--- src/rtl/multicycle_adder_module.sv ---
// multicycle_adder_module: WIDTH-bit adder that adds one CHUNK-bit slice per
// clock. start is accepted in IDLE and done pulses for one cycle.
// Optional feature macro: SIGNED_OVF_EN adds the registered signed-overflow
// output ovf.
module multicycle_adder_module #(
  parameter int WIDTH = 16,
  parameter int CHUNK = 4
) (
  input  logic             clk,
  input  logic             reset_n,
  input  logic             start,
  input  logic [WIDTH-1:0] a,
  input  logic [WIDTH-1:0] b,
  input  logic             cin,
  output logic             busy,
  output logic             done,
  output logic [WIDTH-1:0] sum,
  output logic             cout
`ifdef SIGNED_OVF_EN
  ,
  output logic             ovf
`endif
);

  localparam int NCHUNK = WIDTH / CHUNK;
  localparam int IDX_W  = (NCHUNK > 1) ? $clog2(NCHUNK) : 1;

  typedef enum logic [1:0] {IDLE, ADD, DONE} state_t;

  state_t state, state_n;

  // The operands and the result are held as arrays of chunks, so the chunk
  // index selects a slice directly.
  logic [NCHUNK-1:0][CHUNK-1:0] op_a, op_b, sum_r;
  logic                         carry;
  logic [IDX_W-1:0]             idx;
  logic                         last;
  logic [CHUNK:0]               slice;

  assign last  = (idx == IDX_W'(NCHUNK - 1));
  assign slice = {1'b0, op_a[idx]} + {1'b0, op_b[idx]} + {{CHUNK{1'b0}}, carry};

  assign busy = (state == ADD);
  assign done = (state == DONE);
  assign sum  = sum_r;

  // State register.
  always_ff @(posedge clk or negedge reset_n) begin
    if (!reset_n) state <= IDLE;
    else          state <= state_n;
  end

  // Next-state logic: start matters only in IDLE, DONE always returns to IDLE.
  always_comb begin
    state_n = state;
    unique case (state)
      IDLE:    if (start) state_n = ADD;
      ADD:     if (last)  state_n = DONE;
      DONE:    state_n = IDLE;
      default: state_n = IDLE;
    endcase
  end

  // Datapath: operand capture on acceptance, one slice addition per ADD cycle.
  always_ff @(posedge clk or negedge reset_n) begin
    if (!reset_n) begin
      op_a  <= '0;
      op_b  <= '0;
      sum_r <= '0;
      carry <= 1'b0;
      idx   <= '0;
      cout  <= 1'b0;
    end else begin
      unique case (state)
        IDLE: begin
          if (start) begin
            op_a  <= a;
            op_b  <= b;
            carry <= cin;
            idx   <= '0;
          end
        end
        ADD: begin
          sum_r[idx] <= slice[CHUNK-1:0];
          carry      <= slice[CHUNK];
          idx        <= idx + IDX_W'(1);
          if (last) cout <= slice[CHUNK];
        end
        default: ;
      endcase
    end
  end

`ifdef SIGNED_OVF_EN
  // Signed overflow is judged on the final slice, whose top bit is the sum MSB.
  always_ff @(posedge clk or negedge reset_n) begin
    if (!reset_n) begin
      ovf <= 1'b0;
    end else if (state == ADD && last) begin
      ovf <= (op_a[NCHUNK-1][CHUNK-1] == op_b[NCHUNK-1][CHUNK-1]) &&
             (slice[CHUNK-1] != op_a[NCHUNK-1][CHUNK-1]);
    end
  end
`endif

endmodule

--- config.mk ---
export PLATFORM = sky130hd
export DESIGN_NAME = multicycle_adder_module
export DESIGN_NICKNAME = d
export VERILOG_FILES = /design/src/rtl/multicycle_adder_module.sv
export SDC_FILE = /design/constraint.sdc
export NUM_CORES = 1
export LEC_CHECK = 0
export CAP_MARGIN = 15
export CORE_ASPECT_RATIO = 2
export CORE_MARGIN = 2
export CORE_UTILIZATION = 51
export DETAILED_ROUTE_END_ITERATION = 6
export PLACE_DENSITY = 0.92
export SLEW_MARGIN = 20
export SYNTH_ARGS = -nofsm -noshare
export SYNTH_HDL_FRONTEND = slang
export SYNTH_SLANG_ARGS = --single-unit
--- constraint.sdc ---
create_clock -name clk -period 3.16 [get_ports clk]
set_input_delay 0.948 -clock clk [delete_from_list [all_inputs] [get_ports clk]]
set_output_delay 0.948 -clock clk [all_outputs]
set_load 0.02 [all_outputs]
==> results.md <==
- The H-tree depth is 2.
- The all-layer global routing usage is roughly 20%.
- The synthesized-area fraction occupied by ao, oa, aoi and oai cells is around 5.7%.
- For this configuration, the core starts out at a cell density of 52.96%.
- The final setup violation count is 0.
- The portion of netlist area occupied by mux cells is between 20% and 30%.
- Entering global routing, the biggest net connects 34 pins.
- The global-route wire length before repair is between 8000 and 9000 microns.
- After detailed routing, the number of remaining DRC violations is 0.
- The number of hold buffers added after CTS is 0.
- The flow ran to the end, and the final reports show no timing, DRC or antenna violations.
- The detailed-route vias per instance is around 5.4.
- The count of unique library cells instantiated by Yosys is 27.
- The post-synthesis share of cell area spent on and, or, nand and nor gates is 6.400%.
- For this design the ratio of total power to cell area is around 1200 mW/mm^2.
- The biggest fanout along the worst timing path is 8.
- The overall routed net length is 4831 microns.
- The synthesized netlist devotes less than 1% of its cell area to XOR and XNOR gates.
- The synthesized netlist devotes under 10% of its cell area to adder and majority cells.
- The synthesized design contains 54 register bits.
- The largest single stage delay on the critical path is 0.62 ns.
- STA puts the critical path data arrival time at around 1.8 ns.
- The count of pins over their slew limit was 0.
- The switching power is around 1.4 mW.
- After legalization and detailed placement, the total HPWL measured between 3000 and 4000 microns.
- Setup repair after global routing left no endpoint under its margin.
- The full die area is between 0.005 and 0.006 sq mm.
- The worst setup path is captured at a primary output.
- The min-delay analysis places its worst path in the category flip-flop to flip-flop.
- The leakage component of the power is about 1.5 nW.
- The number of antenna violations at the first check in global routing is 0.
- The CTS sink count is 54.
- The final core utilization is 67.20%.
- The count of antenna-violating nets left after detailed routing is 0.
- The clock share of power is between 10% and 20%.
- Together, buffers and inverters on the worst path number 2.
- The combinational family with the most area after synthesis is multiplexers.
- The total area inside the core boundary comes to ~0.0049 sq mm.
- The last weighted congestion value of the routability-driven placer is around 0.77.
- After synthesis, flip-flops and latches occupy about half of the total area.
- The largest individual stage delay along the critical path comes from the cell sky130_fd_sc_hd__clkdlybuf4s50_1.
- Averaged over all synthesized cells, the footprint is between 10 and 15 sq um.
- The count of warnings emitted by yosys is 0.
- Of the cells placed in the final design, the portion with a size suffix greater than 1 is between 20% and 30%.
- The kind of launch point of the worst setup path is a flip-flop.
- TritonCTS built the clock tree.
- The remaining max-slew budget at the tightest pin is 54.58%.
- The sum of overflow across all layers after global routing is 0.
- The I/O pin count is 55.
- For this block, the initial DRC count from the detailed router was 21.
- The fmax is around 370 MHz.
- The standard-cell row count is 36.
- In this run the vertical extent of the chip is approximately 100 microns.
- The routed layout has 1587 vias.
- For the worst setup path, the data required time is 2.21 ns.
- Among cell families on the critical path, the largest total delay comes from buffers and inverters.
- The post-detailed-route wirelength per cell is around 17 microns.
- The number of antenna repair diodes is 0.
- The tool flagged a number of max-cap violations equal to 0.
- The final critical path takes up ~86% of the cycle.
- Walking the worst path, the cells encountered are nand2b_1, inv_1, clkdlybuf4s50_1.
- The worst path in the final design needs a cycle of 2.730 ns, including I/O delays and setup.
- Synthesis handed over a netlist of roughly 180 instances.
- The summed negative setup slack over all endpoints is 0 ns.
- The type of the setup path with the least slack is flip-flop to primary output.
- Once the clock tree was built, the resizer swapped 0 gates to a different size.
- The final net count is around 280.
- The largest buffer count on any clock path is 2.
- The number of hold violations in the final report is 0.
- The cell area after synthesis is approximately 0.0026 sq mm.
- The number of buffers inserted by post-CTS setup repair is 0.
- The port buffer count is 54.
- The internal portion of the total power is 2.408 mW.
- The total clock buffers created by CTS is 5.
- The via count of the first global-routing pass is about 1.7k.
- The clock slew seen by the registers of the worst setup and hold paths is around 0.090 ns.
- The clock insertion delay at the later pin of the skew report is approximately 0.31 ns.
- The iteration count of the initial detailed-routing pass is 4.
- Sequential cells account for about a third of the total power.
- In this run the clock root is driven by a sky130_fd_sc_hd__clkbuf_8.
- Synthesis produced a netlist with a net count of 221.
- Net switching is 37.32% of the power.
- The die extent in x is approximately 54 microns.
- The transition time of the tightest slew-check pin is roughly 0.68 ns.
- Per report_power, the combinational group accounts for between 50% and 60% of the total.
- The maximum VDD drop is between 0.7 and 0.8 mV.
- The final setup skew is 0.005759 ns.
- The synthesis-to-finish area growth is 26.90%.
metrics by stage:
| step | cell area [sq um] | std cells | total power, mW | hold slack [ns] | worst slack [ns] |
|---|---|---|---|---|---|
| final | 3299 | 292 | 3.842 | 0.4838 | 0.4304 |
| after global routing | 3299 | 292 | 4.162 | 0.5185 | 0.2940 |
| after CTS | 3299 | 292 | 3.875 | 0.4908 | 0.4145 |
| after detailed placement | 3189 | 284 | 3.423 | 0.4694 | 0.5561 |
| after global placement | 3189 | 284 | 3.316 | 0.4599 | 0.5972 |
| after floorplan | 2600 | 176 | 2.789 | 0.4753 | 0.7752 |
cell type report:
| class | count | area (sq um) |
|---|---|---|
| tap | 57 | 71.32 |
| clock buffer | 8 | 110.1 |
| multi-input combinational | 106 | 1155 |
| fill | 337 | 1610 |
| sequential | 54 | 1351 |
| inverter | 9 | 33.78 |
| timing repair buffer | 58 | 578.1 |
kinds of logic after synthesis:
group / count (synthesis)
DFF: 54
muxes: 45
and+or+nand+nor: 28
AOI/OAI and AO/OA: 23
buffers and inverters: 16
adders and majority gates: 9
xor gates and xnor gates: 1
power groups by stage:
stage	Combinational (mW)	Clock, mW	Sequential, mW
2_1_floorplan	1.46	0	1.33
3_3_place_gp	2.04	0	1.28
3_5_place_dp	2.12	0	1.30
4_1_cts	2.14	0.443	1.29
5_1_grt	2.36	0.477	1.33
6_report	2.12	0.435	1.29
cells in the final DEF (no fill, tap or decap):
| cell | Yosys | layout |
|---|---|---|
| sky130_fd_sc_hd__mux2_2 | 6 | 6 |
| sky130_fd_sc_hd__ha_1 | 7 | 7 |
| sky130_fd_sc_hd__mux2i_1 | 2 | 2 |
| sky130_fd_sc_hd__buf_12 | 0 | 1 |
| sky130_fd_sc_hd__o21ai_0 | 10 | 10 |
| sky130_fd_sc_hd__a211oi_1 | 3 | 3 |
| sky130_fd_sc_hd__a22o_1 | 1 | 1 |
| sky130_fd_sc_hd__buf_2 | 3 | 1 |
| sky130_fd_sc_hd__nor2b_2 | 1 | 1 |
| sky130_fd_sc_hd__nand2b_1 | 1 | 1 |
| sky130_fd_sc_hd__nor2b_4 | 1 | 1 |
| sky130_fd_sc_hd__nor2b_1 | 1 | 1 |
| sky130_fd_sc_hd__a211o_1 | 4 | 4 |
| sky130_fd_sc_hd__clkdlybuf4s50_1 | 0 | 53 |
| sky130_fd_sc_hd__fa_1 | 2 | 2 |
| sky130_fd_sc_hd__mux4_2 | 8 | 8 |
| sky130_fd_sc_hd__nand3_1 | 1 | 1 |
| sky130_fd_sc_hd__clkbuf_8 | 0 | 8 |
| sky130_fd_sc_hd__mux2_4 | 29 | 29 |
| sky130_fd_sc_hd__a21o_1 | 1 | 1 |
| sky130_fd_sc_hd__dfrtp_1 | 54 | 54 |
| sky130_fd_sc_hd__o21bai_1 | 2 | 2 |
| sky130_fd_sc_hd__buf_4 | 0 | 3 |
| sky130_fd_sc_hd__inv_1 | 9 | 9 |
| sky130_fd_sc_hd__nand2_1 | 14 | 14 |
| sky130_fd_sc_hd__a21oi_1 | 2 | 2 |
| sky130_fd_sc_hd__xnor2_1 | 1 | 1 |
| sky130_fd_sc_hd__nand3b_1 | 5 | 5 |
| sky130_fd_sc_hd__nor4bb_1 | 3 | 3 |
| sky130_fd_sc_hd__nand4_1 | 1 | 1 |
tightest hold or removal path, delay by kind of cell, from the launching register on:
kind,cells,cell delay (ns)
DFF,1,0.35
and+or+nand+nor,1,0.04
AOI/OAI and AO/OA,1,0.06
per-layer routing:
metal	vias up	wire length, microns	track usage (%)
met1	791	1807	23.83
met5	-	0	0
li1	745	-	-
met4	0	178	10.00
met2	39	2733	33.91
met3	12	112	3.571
path summary, 6_finish.rpt:
check | startpoint | to | slack [ns] | depth (start not counted)
max | state[0]$_DFFE_PN0P_ | busy | 0.43 | 3
min | sum[14]$_DFFE_PN0P_ | sum[14]$_DFFE_PN0P_ | 0.48 | 2
max reg2reg | idx[0]$_DFFE_PN0P_ | sum[3]$_DFFE_PN0P_ | 0.51 | 6
min reg2reg | sum[14]$_DFFE_PN0P_ | sum[14]$_DFFE_PN0P_ | 0.48 | 2
max in group asynchronous | reset_n | sum[6]$_DFFE_PN0P_ | 1.85 | 2
min in group asynchronous | reset_n | op_a[13]$_DFFE_PN0P_ | 0.67 | 1
cell usage after synthesis:
cell	instances	share of area (%)
sky130_fd_sc_hd__a211oi_1	3	0.87
sky130_fd_sc_hd__buf_6	4	1.7
sky130_fd_sc_hd__a21o_1	1	0.29
sky130_fd_sc_hd__a22o_1	1	0.34
sky130_fd_sc_hd__nand2_1	14	2.0
sky130_fd_sc_hd__mux4_2	8	6.9
sky130_fd_sc_hd__ha_1	7	3.4
sky130_fd_sc_hd__dfrtp_1	54	52
sky130_fd_sc_hd__o21bai_1	2	0.58
sky130_fd_sc_hd__mux2_4	29	17
sky130_fd_sc_hd__mux2_2	6	2.6
sky130_fd_sc_hd__inv_1	9	1.3
sky130_fd_sc_hd__nand4_1	1	0.24
sky130_fd_sc_hd__a21oi_1	2	0.39
sky130_fd_sc_hd__nor2b_1	1	0.24
sky130_fd_sc_hd__nand3b_1	5	1.4
sky130_fd_sc_hd__fa_1	2	1.5
sky130_fd_sc_hd__nor2b_2	1	0.34
sky130_fd_sc_hd__buf_2	3	0.58
sky130_fd_sc_hd__nor2b_4	1	0.53
sky130_fd_sc_hd__xnor2_1	1	0.34
sky130_fd_sc_hd__o21ai_0	10	1.9
sky130_fd_sc_hd__mux2i_1	2	0.77
sky130_fd_sc_hd__nor4bb_1	3	1.2
sky130_fd_sc_hd__nand2b_1	1	0.24
sky130_fd_sc_hd__a211o_1	4	1.3
sky130_fd_sc_hd__nand3_1	1	0.19
registers in the layout, indices dropped and copies added (netlist names):
signal  cells
carry       1
cout        1
idx         2
op_a       16
op_b       16
state       2
sum        16
No activity file was read; power rests on OpenSTA's default activity.
